## src/rtl/exc_status_queue.sv

```systemverilog
// rtl/exc_status_queue.sv - rstatus exception classifier with FIFO buffering toward writeback
// Classifies ALU/multdiv exceptions into 3-bit codes, queues them, and hands them out by valid/ready.
module exc_status_queue #(
  parameter int DATA_WIDTH = 32,
  parameter int DEPTH      = 4,
  parameter int CNT_WIDTH  = 16
) (
  input  logic                  clock,
  input  logic                  reset,
  input  logic                  ex_valid,
  input  logic [4:0]            ex_opcode,
  input  logic [4:0]            ex_aluop,
  input  logic                  ex_ovf,
  input  logic                  md_done,
  input  logic                  md_is_div,
  input  logic                  md_exc,
  input  logic                  st_ready,
  input  logic                  clr,
  output logic                  st_valid,
  output logic [DATA_WIDTH-1:0] st_data,
  output logic                  stall,
  output logic [CNT_WIDTH-1:0]  exc_count,
  output logic                  drop_err
);

  localparam int AW  = $clog2(DEPTH);
  localparam int OW  = AW + 1;
  localparam int CW1 = CNT_WIDTH + 1;
  localparam logic [OW-1:0] DEPTH_C = OW'(DEPTH);

  logic [2:0]           mem_q [DEPTH];
  logic [2:0]           mem_d [DEPTH];
  logic [AW-1:0]        rd_ptr_q, rd_ptr_d;
  logic [AW-1:0]        wr_ptr_q, wr_ptr_d;
  logic [OW-1:0]        occ_q, occ_d;
  logic [CNT_WIDTH-1:0] cnt_q, cnt_d;
  logic                 drop_q, drop_d;

  logic                 alu_hit, md_hit;
  logic [2:0]           alu_code, md_code;
  logic                 p0_v, p1_v;
  logic [2:0]           p0_code, p1_code;
  logic                 pop;
  logic [OW-1:0]        cap;
  logic                 acc0, acc1, dropped;
  logic [1:0]           n_acc;
  logic [CW1-1:0]       cnt_sum;

  always_comb begin
    alu_code = 3'd0;
    if (ex_opcode == 5'b00101)
      alu_code = 3'd2;
    else if (ex_opcode == 5'b00000 && ex_aluop == 5'b00000)
      alu_code = 3'd1;
    else if (ex_opcode == 5'b00000 && ex_aluop == 5'b00001)
      alu_code = 3'd3;
    alu_hit = ex_valid & ex_ovf & (alu_code != 3'd0);
    md_hit  = md_done & md_exc;
    md_code = md_is_div ? 3'd5 : 3'd4;
  end

  // Multdiv result belongs to the older instruction, so it takes the first slot.
  always_comb begin
    p0_v    = md_hit | alu_hit;
    p0_code = md_hit ? md_code : alu_code;
    p1_v    = md_hit & alu_hit;
    p1_code = alu_code;
  end

  always_comb begin
    pop     = st_valid & st_ready;
    cap     = DEPTH_C - occ_q + OW'(pop);
    acc0    = p0_v & (cap >= OW'(1));
    acc1    = p1_v & (cap >= OW'(2));
    n_acc   = 2'(acc0) + 2'(acc1);
    dropped = (p0_v & ~acc0) | (p1_v & ~acc1);
  end

  always_comb begin
    mem_d = mem_q;
    if (acc0)
      mem_d[wr_ptr_q] = p0_code;
    if (acc1)
      mem_d[wr_ptr_q + AW'(1)] = p1_code;
    wr_ptr_d = wr_ptr_q + AW'(n_acc);
    rd_ptr_d = rd_ptr_q + AW'(pop);
    occ_d    = occ_q + OW'(n_acc) - OW'(pop);

    cnt_sum  = {1'b0, cnt_q} + CW1'(n_acc);
    cnt_d    = cnt_sum[CNT_WIDTH] ? {CNT_WIDTH{1'b1}} : cnt_sum[CNT_WIDTH-1:0];
    drop_d   = drop_q | dropped;
    // Clear wins over anything counted or dropped in the same cycle.
    if (clr) begin
      cnt_d  = '0;
      drop_d = 1'b0;
    end
  end

  always_ff @(posedge clock) begin
    if (reset) begin
      for (int i = 0; i < DEPTH; i++)
        mem_q[i] <= 3'd0;
      rd_ptr_q <= '0;
      wr_ptr_q <= '0;
      occ_q    <= '0;
      cnt_q    <= '0;
      drop_q   <= 1'b0;
    end else begin
      mem_q    <= mem_d;
      rd_ptr_q <= rd_ptr_d;
      wr_ptr_q <= wr_ptr_d;
      occ_q    <= occ_d;
      cnt_q    <= cnt_d;
      drop_q   <= drop_d;
    end
  end

  always_comb begin
    st_valid  = (occ_q != '0);
    st_data   = st_valid ? {{(DATA_WIDTH-3){1'b0}}, mem_q[rd_ptr_q]} : '0;
    stall     = (DEPTH_C - occ_q) < OW'(2);
    exc_count = cnt_q;
    drop_err  = drop_q;
  end

endmodule

```

## config.mk

```make
export PLATFORM = sky130hd
export DESIGN_NAME = exc_status_queue
export DESIGN_NICKNAME = d
export VERILOG_FILES = /design/src/rtl/exc_status_queue.sv
export SDC_FILE = /design/constraint.sdc
export NUM_CORES = 1
export LEC_CHECK = 0
export BUFFER_PORTS_ARGS = -buffer_cell sky130_fd_sc_hd__buf_2
export CELL_PAD_IN_SITES_DETAIL_PLACEMENT = 2
export CELL_PAD_IN_SITES_GLOBAL_PLACEMENT = 2
export CORE_ASPECT_RATIO = 1.75
export CORE_MARGIN = 4
export CORE_UTILIZATION = 27
export CTS_CLUSTER_DIAMETER = 40
export DETAILED_ROUTE_END_ITERATION = 12
export PLACE_DENSITY = 0.86
export SLEW_MARGIN = 20
export SYNTH_ARGS = -nofsm -noshare
export SYNTH_HDL_FRONTEND = slang
export SYNTH_SLANG_ARGS = --single-unit
```

## constraint.sdc

```tcl
create_clock -name clock -period 3.5 [get_ports clock]
set_clock_uncertainty 0.2 [all_clocks]
set_input_delay 0.35 -clock clock [delete_from_list [all_inputs] [get_ports clock]]
set_output_delay 0.35 -clock clock [all_outputs]
set_load 0.05 [all_outputs]
```

== Word level (Yosys, flattened, before mapping) ==
Cells that the tools add are included.
Word-level totals
  output and inout bits: 51
  bits in writable memories: 0
  bits in latches: 0
  memories kept: 0
  memory bits (read-only): 0
  register bits: 36
Operators by class
  muxes and demuxes: 18
  bitwise gates (word level): 17
  multipliers: 0
  shifts and indexed selects: 0
  order comparisons: 8
  reductions and logical operators: 9
  add/sub/neg operators: 9
  equality and inequality tests: 2
  div/mod/pow operators: 0
Operators by type and width (count)
  12-bit bitwise mux: 2
  12-bit two-way mux: 2
  3-bit two-way mux: 6
  16-bit by 2-bit adder with 17-bit output: 1
  16-bit two-way mux: 1
  3-bit demux with 2-bit select: 2
  5-bit zero test: 2
  1-bit bitwise AND: 9
  3-bit greater-or-equal comparator, second input constant: 3
  2-bit inverter with 3-bit output: 3
  3-bit binary-select mux with 2-bit select: 1
  3-bit by 1-bit less-than comparator with 1-bit output, second input constant: 2
  2-bit two-way mux: 3
  3-bit nonzero test: 2
  5-bit by 1-bit equality test with 1-bit output, second input constant: 1
  5-bit by 3-bit equality test with 1-bit output, second input constant: 1
  1-bit logical AND: 4
  3-bit by 1-bit adder with 3-bit output: 1
  3-bit by 2-bit adder with 3-bit output: 1
  3-bit by 1-bit greater-or-equal comparator with 1-bit output, second input constant: 1
  3-bit by 2-bit greater-or-equal comparator with 1-bit output, second input constant: 1
  3-bit by 2-bit less-than comparator with 1-bit output, second input constant: 1
  1-bit OR: 3
  3-bit by 1-bit subtractor with 3-bit output: 1
  other kinds (8): 9

== Longest topological paths before layout ==
Gate-level depths: netlist of run 1.
  depth after elaboration: 13
  mapped depth: 18
  mapped depth without buffers: 18

== Worst setup path after synthesis of run 1 ==
No wires, ideal clock.
  path type: register -> register
  start point: register occ_q[0]
  end point: register cnt_q[11], in the netlist exc_count[11]
  path slack: -352 ps
  period minus slack after synthesis: 3852 ps
  data required time: 3220 ps
  arrival time: 3573 ps
  cell stages (with the launch flop): 17
  path through: dfxtp_1 inv_1 ha_1 ha_1 nor2b_1 ha_1 ha_1 buf_1 o21ai_0 nor3_1 ha_1 ha_1 ha_1 a21oi_1 or4_4 and4_1 a211oi_2
Between the ends
  longest elaborated chain between the ends: 8
  elaborated cells on any way between the ends: 11
  those cells by class: add/sub: 4; order compare: 2; mux: 1; bitwise: 3; reduce/logical: 1
RTL lines
  start, declared: RTL line 35  | logic [OW-1:0] occ_q, occ_d;
  start signal, assigned: RTL line 105  | occ_q <= '0;
  start signal, assigned: RTL line 112  | occ_q <= occ_d;
  parallel branches: the longest is 2 deep, another holds 3-bit subtractor
  3-bit by 1-bit adder with 3-bit output (*): RTL line 72  | cap = DEPTH_C - occ_q + OW'(pop);
  3-bit by 1-bit greater-or-equal comparator with 1-bit output or 3-bit by 2-bit greater-or-equal comparator with 1-bit output (tied branches): RTL line 73, 74
  1-bit bitwise AND, on equally long branches: RTL line 73, 74
  1-bit by 1-bit adder with 2-bit output (*): RTL line 75  | n_acc = 2'(acc0) + 2'(acc1);
  16-bit by 2-bit adder with 17-bit output (*): RTL line 89  | cnt_sum = {1'b0, cnt_q} + CW1'(n_acc);
  16-bit two-way mux (*): RTL line 90  | cnt_d = cnt_sum[CNT_WIDTH] ? {CNT_WIDTH{1'b1}} : cnt_sum[CNT_WIDTH-1:0];
  end signal, assigned: RTL line 113  | cnt_q <= cnt_d;
  end, declared: RTL line 36  | logic [CNT_WIDTH-1:0] cnt_q, cnt_d;
Mark *: on every way between the ends.
A chain may end at the register's enable or synchronous reset.

== Worst setup path after layout of run 1 ==
  start point: register occ_q[1]
  end point: register cnt_q[12], in the netlist exc_count[12]
The elaborated chain is that of the path after synthesis.

==> metrics, run 1 <==
status finished clean; DP Worst Slack -160.6 ps; initial antenna violation count 0; Tmin final 3489 ps; io pins 70; FILL cells 938; global placement routability congestion 0.8861; vias per cell 5.114; Post-route DRC 0; Tot GR Track Use 0.1646; period utilization 0.9970; Mean Syn Cell Area 8.621 um2; layout cells sized above 1 0.3537; synthesis warning total 0; Final ANT Viol Nets 0; wire length per cell 19.35 um; crit path DAT 3440 ps; Peak VDD IR 0.2198 mV; worst-skew pair later-pin latency 280 ps; worst-path fanout max 4; DR iter-0 viols 56; sequential cell area fraction in the yosys report 0.3154; global route total overflow 0; Die Wd 77.54 um; Rel. slew slack 0.4106; pin count of the biggest net entering global routing 18; Final Setup Violations 0; Seq cells post-synth 36; final WL 8128 um; Synth area leader dfxtp_1; router iterations before antenna repair 4; Leak Pwr 1.246 nW; Synth area leaders dfxtp_1 32%, buf_4 9.5%, ha_1 6.6%; Starting Density 0.2767; # H-tree levels 2; CTS root buf clkbuf_16; Worst Setup End Kind flip-flop; Worst Tran Pin Value 878.8 ps; first-pass GRT wire length 12680 um; PortBufs 40; HP Class input port to flip-flop; max-cap viol count 0; FMAX 286.6 MHz; Cell Area, Synth 2285 um2; non-filler cells, final 420; Worst-path clk slew 60 ps; PwrDens 617.4 nW/um2; RSZ-0062 raised after global routing yes; clk sink count 36; # rows 44; Num CTS Buffers 5; Total Nets Final 360; Core Region 8258 um2; R2R Setup Slk 10 ps; Die ar. 10060 um2; CP required 3450 ps; clock buffer depth 2; post-synth top area share 0.3154; ant diodes 0; TritonCTS clock tree built; worst reg2reg path depth 19; Final Hold Fails 0; worst hold stages 2; Startpoint Class flip-flop; Crit Path Category flip-flop to flip-flop; HPWL after DPL 5934 um; via count 2148; Slew Viols, Final 0; Yosys cell types 44; cell count after synthesis 265; placed cells 407; Final Worst Setup Slack 10.55 ps; number of global-route vias before repair 2415; Die Ht 129.7 um; synthesis-to-layout area growth 34.12%
==> report_power, final <==
group | internal, W | total [W] | leakage, nW | switching, W
clock | 0.000259 | 0.000427 | 0.0667 | 0.000169
combinational | 0.000426 | 0.000989 | 0.887 | 0.000563
sequential | 0.000441 | 0.000475 | 0.292 | 0.0000345
total | 0.00113 | 0.00189 | 1.25 | 0.000766
==> flip-flops by register name, summed over array words and instances (netlist names) <==
signal and cells:
exc_count 16, mem_q 12, occ_q 3, rd_ptr_q 2, wr_ptr_q 2, drop_err 1
==> layer usage <==
layer,GRT usage,part of all wire,vias to the layer above
li1,-,-,994
met1,0.1538,0.32,1066
met2,0.3291,0.60,65
met3,0.02210,0.033,23
met4,0.1038,0.047,0
met5,0,0,-
==> cell families after synthesis <==
group | Yosys count | share of synthesized area
buf+inv | 51 | 0.1320
other cells | 1 | 0.001641
mux | 11 | 0.06462
simple gates | 85 | 0.1955
flops | 36 | 0.3154
compound gates | 52 | 0.1550
fa+ha+maj | 13 | 0.07448
xor+xnor | 16 | 0.06133
==> final timing paths <==
path                  startpoint                        to
max          occ_q[1]$_SDFF_PP0_  exc_count[12]$_SDFF_PP0_
min reg2reg  mem_q[1]$_SDFF_PP0_       mem_q[1]$_SDFF_PP0_
max reg2reg  occ_q[1]$_SDFF_PP0_  exc_count[12]$_SDFF_PP0_
min                        reset    wr_ptr_q[1]$_SDFF_PP0_
==> layout by cell type (no fill, tap or decap), drive strengths merged, types with 3 or more instances in the layout <==
master  netlist  layout
xnor2        10      10
nor3         11      11
xor2          6       6
and3          3       3
inv          14      14
conb          1      29
nor2b        10      10
a21oi        18      18
clkbuf        6       6
mux4          3       3
and4          3       3
nand2        14      14
nand3         5       5
dfxtp        36      36
a32o          4       4
or3           3       3
and2          7       7
nor4          3       3
a211oi        5       5
buf          31      65
o31ai         5       5
o21ai         7       7
nor2         20      20
ha           12      12
mux2i         8       8
==> cells in the mapped netlist, drive strengths merged <==
cell type	n
o311ai	1
ha	12
a221oi	1
buf	31
dfxtp	36
or2	1
mux4	3
a21boi	2
or3	3
a41oi	1
a22o	2
a21oi	18
nor4	3
clkbuf	6
and4	3
xor2	6
o21ai	7
inv	14
fa	1
mux2i	8
nand4	1
a32o	4
nand2	14
nor2b	10
a211oi	5
or4	1
nand3b	1
o2111a	1
o31ai	5
and3	3
conb	1
a311oi	1
a31o	2
a31oi	2
nor3	11
and2	7
nand3	5
nand2b	2
xnor2	10
nor2	20
==> metrics by stage <==
step	hold WS, ps	area, um2	util	total power [W]	setup TNS (ps)
after floorplan	236.8	2512	-	0.001074	0
after global placement	258.9	2714	0.3286	0.001264	0
after detailed placement	263.4	2714	0.3286	0.001283	-773.4
after CTS	232.8	2942	0.3562	0.001840	-14.49
after global routing	265.7	3064	0.3711	0.002003	-401.1
final	237.3	3064	0.3711	0.001892	0
==> final cells by class <==
| type | count | area (um2) | share of cell area |
|---|---|---|---|
| well taps | 92 | 115.1 | 0.03757 |
| clock inverters | 1 | 5.005 | 0.001633 |
| clock buffers | 6 | 128.9 | 0.04206 |
| repair buffers | 65 | 387.9 | 0.1266 |
| inverters | 14 | 52.55 | 0.01715 |
| multi-input cells | 206 | 1652 | 0.5390 |
| flip-flops and latches | 36 | 723.2 | 0.2360 |
==> worst max-delay path, cell delays in order (launching register included) <==
cell and delay [ps]:
dfxtp_2 330, inv_2 50, ha_4 150, ha_4 160, nor2b_4 130, ha_4 150
ha_4 150, xnor2_4 150, o21ai_4 90, nor3_4 230, ha_4 270, ha_4 180
ha_4 150, a21oi_2 140, buf_4 150, nor3_2 50, buf_4 170, nand4_1 110
mux2i_1 270, nor2_1 80
==> timing repair <==
item / in CTS / in global routing
setup buffers: 3 / 4
pin swaps: 13 / 9
cloned: 0 / 0
endpoints found under the setup margin: 11 / 16
gates resized for setup: 13 / 15
hold endpoints to repair: 0 / 0
hold buffers: 0 / 0
No activity file was read; power rests on OpenSTA's default activity.
==> inputs of run 2 (changes only) <==
Settings changed: GPL_TIMING_DRIVEN set to 0.
==> metrics, run 2 (synthesis results as in run 1) <==
final WL 9476 um; Die Wd 77.54 um; # rows 44; hold_ws 222.9 ps; crit path DAT 3510 ps; most common cell after layout, fill and taps aside buf_4; most frequent cells in the layout 45 x buf_4, 40 x buf_2, 34 x dfxtp_1; clock buffer depth 2; Final Hold Fails 0; worst reg2reg path depth 18; Die ar. 10060 um2; Leak Pwr 1.444 nW; PwrDens 602.9 nW/um2; Tot Pwr 0.002079 W; RSZ-0062 raised after global routing yes; DR iter-0 viols 62; Startpoint Class flip-flop; clk sink count 36; pin count of the biggest net entering global routing 12; worst hold stages 3; initial antenna violation count 0; # H-tree levels 2; HPWL after DPL 5894 um; Final Setup Violations 4; vias per cell 5.124; metal1 wirelength 3029 um; max-cap viol count 0; Worst Setup End Kind flip-flop; Rel. slew slack 0.4301; Tot GR Track Use 0.1782; first-pass GRT wire length 13550 um; router iterations before antenna repair 4; Worst-path clk slew 60 ps; Final ANT Viol Nets 0; via count 2311; Total Nets Final 390; Starting Density 0.2767; Slew Viols, Final 0; global route total overflow 0; PortBufs 40; failing checks setup timing; wire length per cell 21.01 um; io pins 70; Tmin final 3571 ps; layout cells sized above 1 0.4290; CP required 3440 ps; metal2 WL 5779 um; Peak VDD IR 0.2779 mV; Post-route DRC 0; DR WL met3 297 um; CTS root buf clkbuf_16; Worst Tran Pin Value 847.0 ps; period utilization 1.020; HP Class input port to flip-flop; Crit Path Category flip-flop to flip-flop; Core Region 8258 um2; worst-skew pair later-pin latency 290 ps; top sig layer met4; ant diodes 0; Die Ht 129.7 um; Num CTS Buffers 5; global placement routability congestion 0.8331; Final Worst Setup Slack -71.08 ps; max reg flops 16; TritonCTS clock tree built; FMAX 280.0 MHz; status complete, but fails checks; synthesis-to-layout area growth 50.93%; worst-path fanout max 6; number of global-route vias before repair 2547
run 2: cell count changes in the layout (fill, tap and decap cells not counted), sizes merged:
cell and change:
buf +23, bufinv +1, clkinv -1, clkbuf +8
run 2: final timing paths:
check / from / endpoint / slack [ps]
worst max-delay path: occ_q[1]$_SDFF_PP0_ / occ_q[2]$_SDFF_PP0_ / -70
worst min-delay path: reset / mem_q[2]$_SDFF_PP0_ / 220
worst max register to register: occ_q[1]$_SDFF_PP0_ / occ_q[2]$_SDFF_PP0_ / -70
worst min register to register: mem_q[7]$_SDFF_PP0_ / mem_q[7]$_SDFF_PP0_ / 300
run 2: critical path: stages, from the launching register on:
cell     delay (ps)
dfxtp_4         360
inv_4            40
ha_4            150
ha_4            170
nor2b_4         150
ha_4            150
ha_4            230
nor3_4          240
nor3_4           70
buf_6           150
ha_4            290
inv_4            40
ha_4            250
inv_2            30
ha_4            150
fa_2            350
xor2_2          160
xnor2_1         170
nor2_1           70
run 2: timing repair:
item,in CTS,in global routing
buffers inserted,9,9
pin swaps,14,19
cloned,0,1
endpoints found under the setup margin,18,18
resized for setup,25,29
hold buffers,0,0
run 2: layout make-up:
| class | count | area (um2) |
|---|---|---|
| fillers | 938 | 4810 |
| multi-input cells | 206 | 1733 |
| flip-flops and latches | 36 | 728.2 |
| repair buffers | 59 | 376.6 |
| plain buffers | 36 | 255.2 |
| clock buffers | 7 | 152.6 |
| well taps | 92 | 115.1 |
| inverters | 14 | 57.56 |
| clock inverters | 1 | 30.03 |
run 2: metrics by stage:
stage	std cells	setup TNS, ps	worst slack, ps	util	area (um2)
floorplan	293	0	0.8618	-	2512
global placement	425	-5963	-401.9	0.3424	2828
detailed placement	425	-8020	-497.8	0.3424	2828
CTS	442	-49.97	-49.97	0.3898	3219
global route	451	-1553	-192.6	0.4176	3448
finish	451	-260.9	-71.08	0.4176	3448
run 2: routing by layer:
layer | up-vias | GRT usage
met2 | 80 | 0.3816
met5 | - | 0
met3 | 24 | 0.03108
met1 | 1144 | 0.1537
li1 | 1063 | -
met4 | 0 | 0.08071
run 2: where the power goes:
part	switching (W)	internal, W
logic	0.000603	0.000441
registers	0.0000317	0.000444
clock network	0.000185	0.000375
==> inputs of run 3 (changes only) <==
Settings changed: ABC_AREA set to 1, CORE_UTILIZATION 27 to 25, PLACE_DENSITY 0.86 to 0.85.
Clock period 3.5 ns to 3.2 ns, I/O delays scaled along.
==> metrics, run 3 <==
Worst-path clk slew 60 ps; global route total overflow 0; placed cell areas 3282 um2; Reg power frac 0.237; FMAX 266.0 MHz; Final Setup Violations 18; clock buffer depth 2; synthesis warning total 0; cell count after synthesis 397; PwrDens 603.3 nW/um2; final instance area 3754 um2; Tot GR Track Use 0.1717; Slew Viols, Final 0; Worst R2R Start occ_q[1]$_SDFF_PP0_; # rows 49; Synth Flop Type dfxtp_1; Post-route DRC 0; first-pass GRT wire length 16230 um; Crit Path Category flip-flop to flip-flop; crit path DAT 3790 ps; TNS Setup -8672 ps; io pins 70; internal power 0.001295 W; Total Nets Final 529; final WL 10200 um; via count 2881; CTS root buf clkbuf_16; wire length per cell 16.33 um; Synth area leaders dfxtp_1 27%, nand2_1 11%, inv_1 8.8%; vias per cell 4.610; Synth area leader dfxtp_1; post-synth top area share 0.2740; r2r endpoint exc_count[0]$_SDFF_PP0_; sw frac 0.4280; router iterations before antenna repair 5; DR iter-0 viols 83; FILL cells 1253; max-cap viol count 0; HP Class input port to flip-flop; TritonCTS clock tree built; Final Worst Setup Slack -559.6 ps; synthesis-to-layout area growth 42.72%; worst reg2reg path depth 25; Die Wd 85.54 um; Tmin final 3760 ps; # H-tree levels 2; pin count of the biggest net entering global routing 12; failing checks setup timing; clock power share 0.254; crit path from occ_q[1]$_SDFF_PP0_; ant diodes 0; Num CTS Buffers 5; clk sink count 36; count leader, synth nand2_1; Die Ht 143.7 um; CP required 3230 ps; PortBufs 40; R2R Setup Slk -560 ps; combinational power share 0.510; Psw 0.0009691 W; sequential cell area fraction in the yosys report 0.2740; Starting Density 0.2553; Leak Pwr 1.896 nW; DP Worst Slack -1058 ps; Startpoint Class flip-flop; layout cells sized above 1 0.3353; placed cells 592; Cell Area, Synth 2630 um2; status complete, but fails checks; max reg flops 16; FFs w/ async S/R, synth 0; Seq cells post-synth 36; period utilization 1.175; worst-skew pair later-pin latency 290 ps; crit path capture exc_count[0]$_SDFF_PP0_; HPWL after DPL 7288 um; top cells by count, synth 76 x nand2_1, 62 x inv_1, 57 x nor2_1; Final ANT Viol Nets 0; Yosys cell types 33; Final Hold Fails 0; Tot Pwr 0.002264 W; RSZ-0062 raised after global routing yes; worst-path fanout max 5; global placement routability congestion 0.8222; Worst Setup End Kind flip-flop; Peak VDD IR 0.3370 mV; non-filler cells, final 625; initial antenna violation count 0; most common cell after layout, fill and taps aside nand2_1; most frequent cells in the layout 71 x nand2_1, 55 x inv_1, 53 x buf_4; Mean Syn Cell Area 6.625 um2; Post-synth EDFFs 0; hold_buf cts 0; number of global-route vias before repair 3232; Die ar. 12290 um2; Core Region 10300 um2
==> run 3: cell types whose count changed in the layout (fill, tap and decap cells not counted), sizes merged, moves of 10 or more <==
cell	previous run	this run
nand2	14	82
inv	14	65
nor2	20	65
nand3	5	26
nand4	1	14
o21ai	7	18
buf	88	98
nor2b	10	0
==> run 3: worst min path at each step <==
| stage | cells after the start | to | from |
|---|---|---|---|
| floorplan | 1 | occ_q[0]$_SDFF_PP0_ | reset |
| global placement | 4 | drop_err$_SDFF_PP0_ | drop_err$_SDFF_PP0_ |
| detailed placement | 4 | drop_err$_SDFF_PP0_ | drop_err$_SDFF_PP0_ |
| CTS | 2 | occ_q[1]$_SDFF_PP0_ | reset |
| global route | 2 | occ_q[1]$_SDFF_PP0_ | reset |
| finish | 2 | rd_ptr_q[1]$_SDFF_PP0_ | reset |
==> run 3: cell families (layout without fill, tap and decap cells) <==
family,count (synthesis),in the layout,share of synthesized area
AOI/OAI and AO/OA,38,38,0.08516
DFF,36,36,0.2740
xor gates and xnor gates,10,10,0.03330
other,1,29,0.001426
muxes,2,2,0.007612
buffers and inverters,98,171,0.1912
and+or+nand+nor,199,199,0.3425
adders and majority gates,13,13,0.06470
==> run 3: worst max-delay path: stages (launching register included) <==
cell,delay [ps]
dfxtp_2,340
inv_2,60
ha_4,160
ha_4,160
nor2_4,120
ha_4,150
ha_4,190
nor2_4,80
nand2_2,50
or2_0,190
buf_4,170
nand2_8,80
inv_8,40
ha_4,280
buf_12,100
ha_4,130
ha_4,120
inv_2,30
nand2_2,90
nand3_4,90
nor2_4,180
nand4_4,110
nor2_4,240
buf_6,180
nor2_4,40
nor2_2,100
==> run 3: power by group through the flow <==
stage,registers [W],logic [W],clock network (W)
detailed placement,0.000546,0.000876,0
global route,0.000542,0.00124,0.000609
finish,0.000536,0.00115,0.000575
CTS,0.000534,0.00109,0.000580
floorplan,0.000544,0.000661,0
global placement,0.000542,0.000837,0
==> run 3: timing repair <==
item,4_1_cts,5_1_grt
gates cloned,1,0
pin swaps,16,13
setup endpoints to repair,21,20
buffers inserted,16,9
gates resized for setup,24,10
==> run 3: routing by layer <==
metal	up-vias	global-route usage	share of wire
li1	1383	-	-
met5	-	0	0
met1	1390	0.1503	0.33
met2	83	0.3648	0.60
met3	25	0.02352	0.035
met4	0	0.08007	0.041
==> run 3: metrics by stage <==
| stage | hold WS (ps) | utilization |
|---|---|---|
| global placement | 307.4 | 0.3186 |
| detailed placement | 326.7 | 0.3186 |
| CTS | 113.6 | 0.3563 |
| floorplan | 183.8 | - |
| finish | 113.9 | 0.3644 |
| global route | 121.5 | 0.3644 |
==> run 3: final cells by class <==
type / count / area [um2] / area share
Buffer: 33 / 251.5 / 0.06700
Clock buffer: 6 / 128.9 / 0.03433
Clock inverter: 2 / 35.03 / 0.009333
Inverter: 64 / 255.2 / 0.06800
Multi-Input combinational cell: 291 / 1788 / 0.4763
Sequential cell: 36 / 725.7 / 0.1933
Tap cell: 127 / 158.9 / 0.04233
Timing Repair Buffer: 65 / 404.1 / 0.1077
Timing Repair inverter: 1 / 6.256 / 0.001667
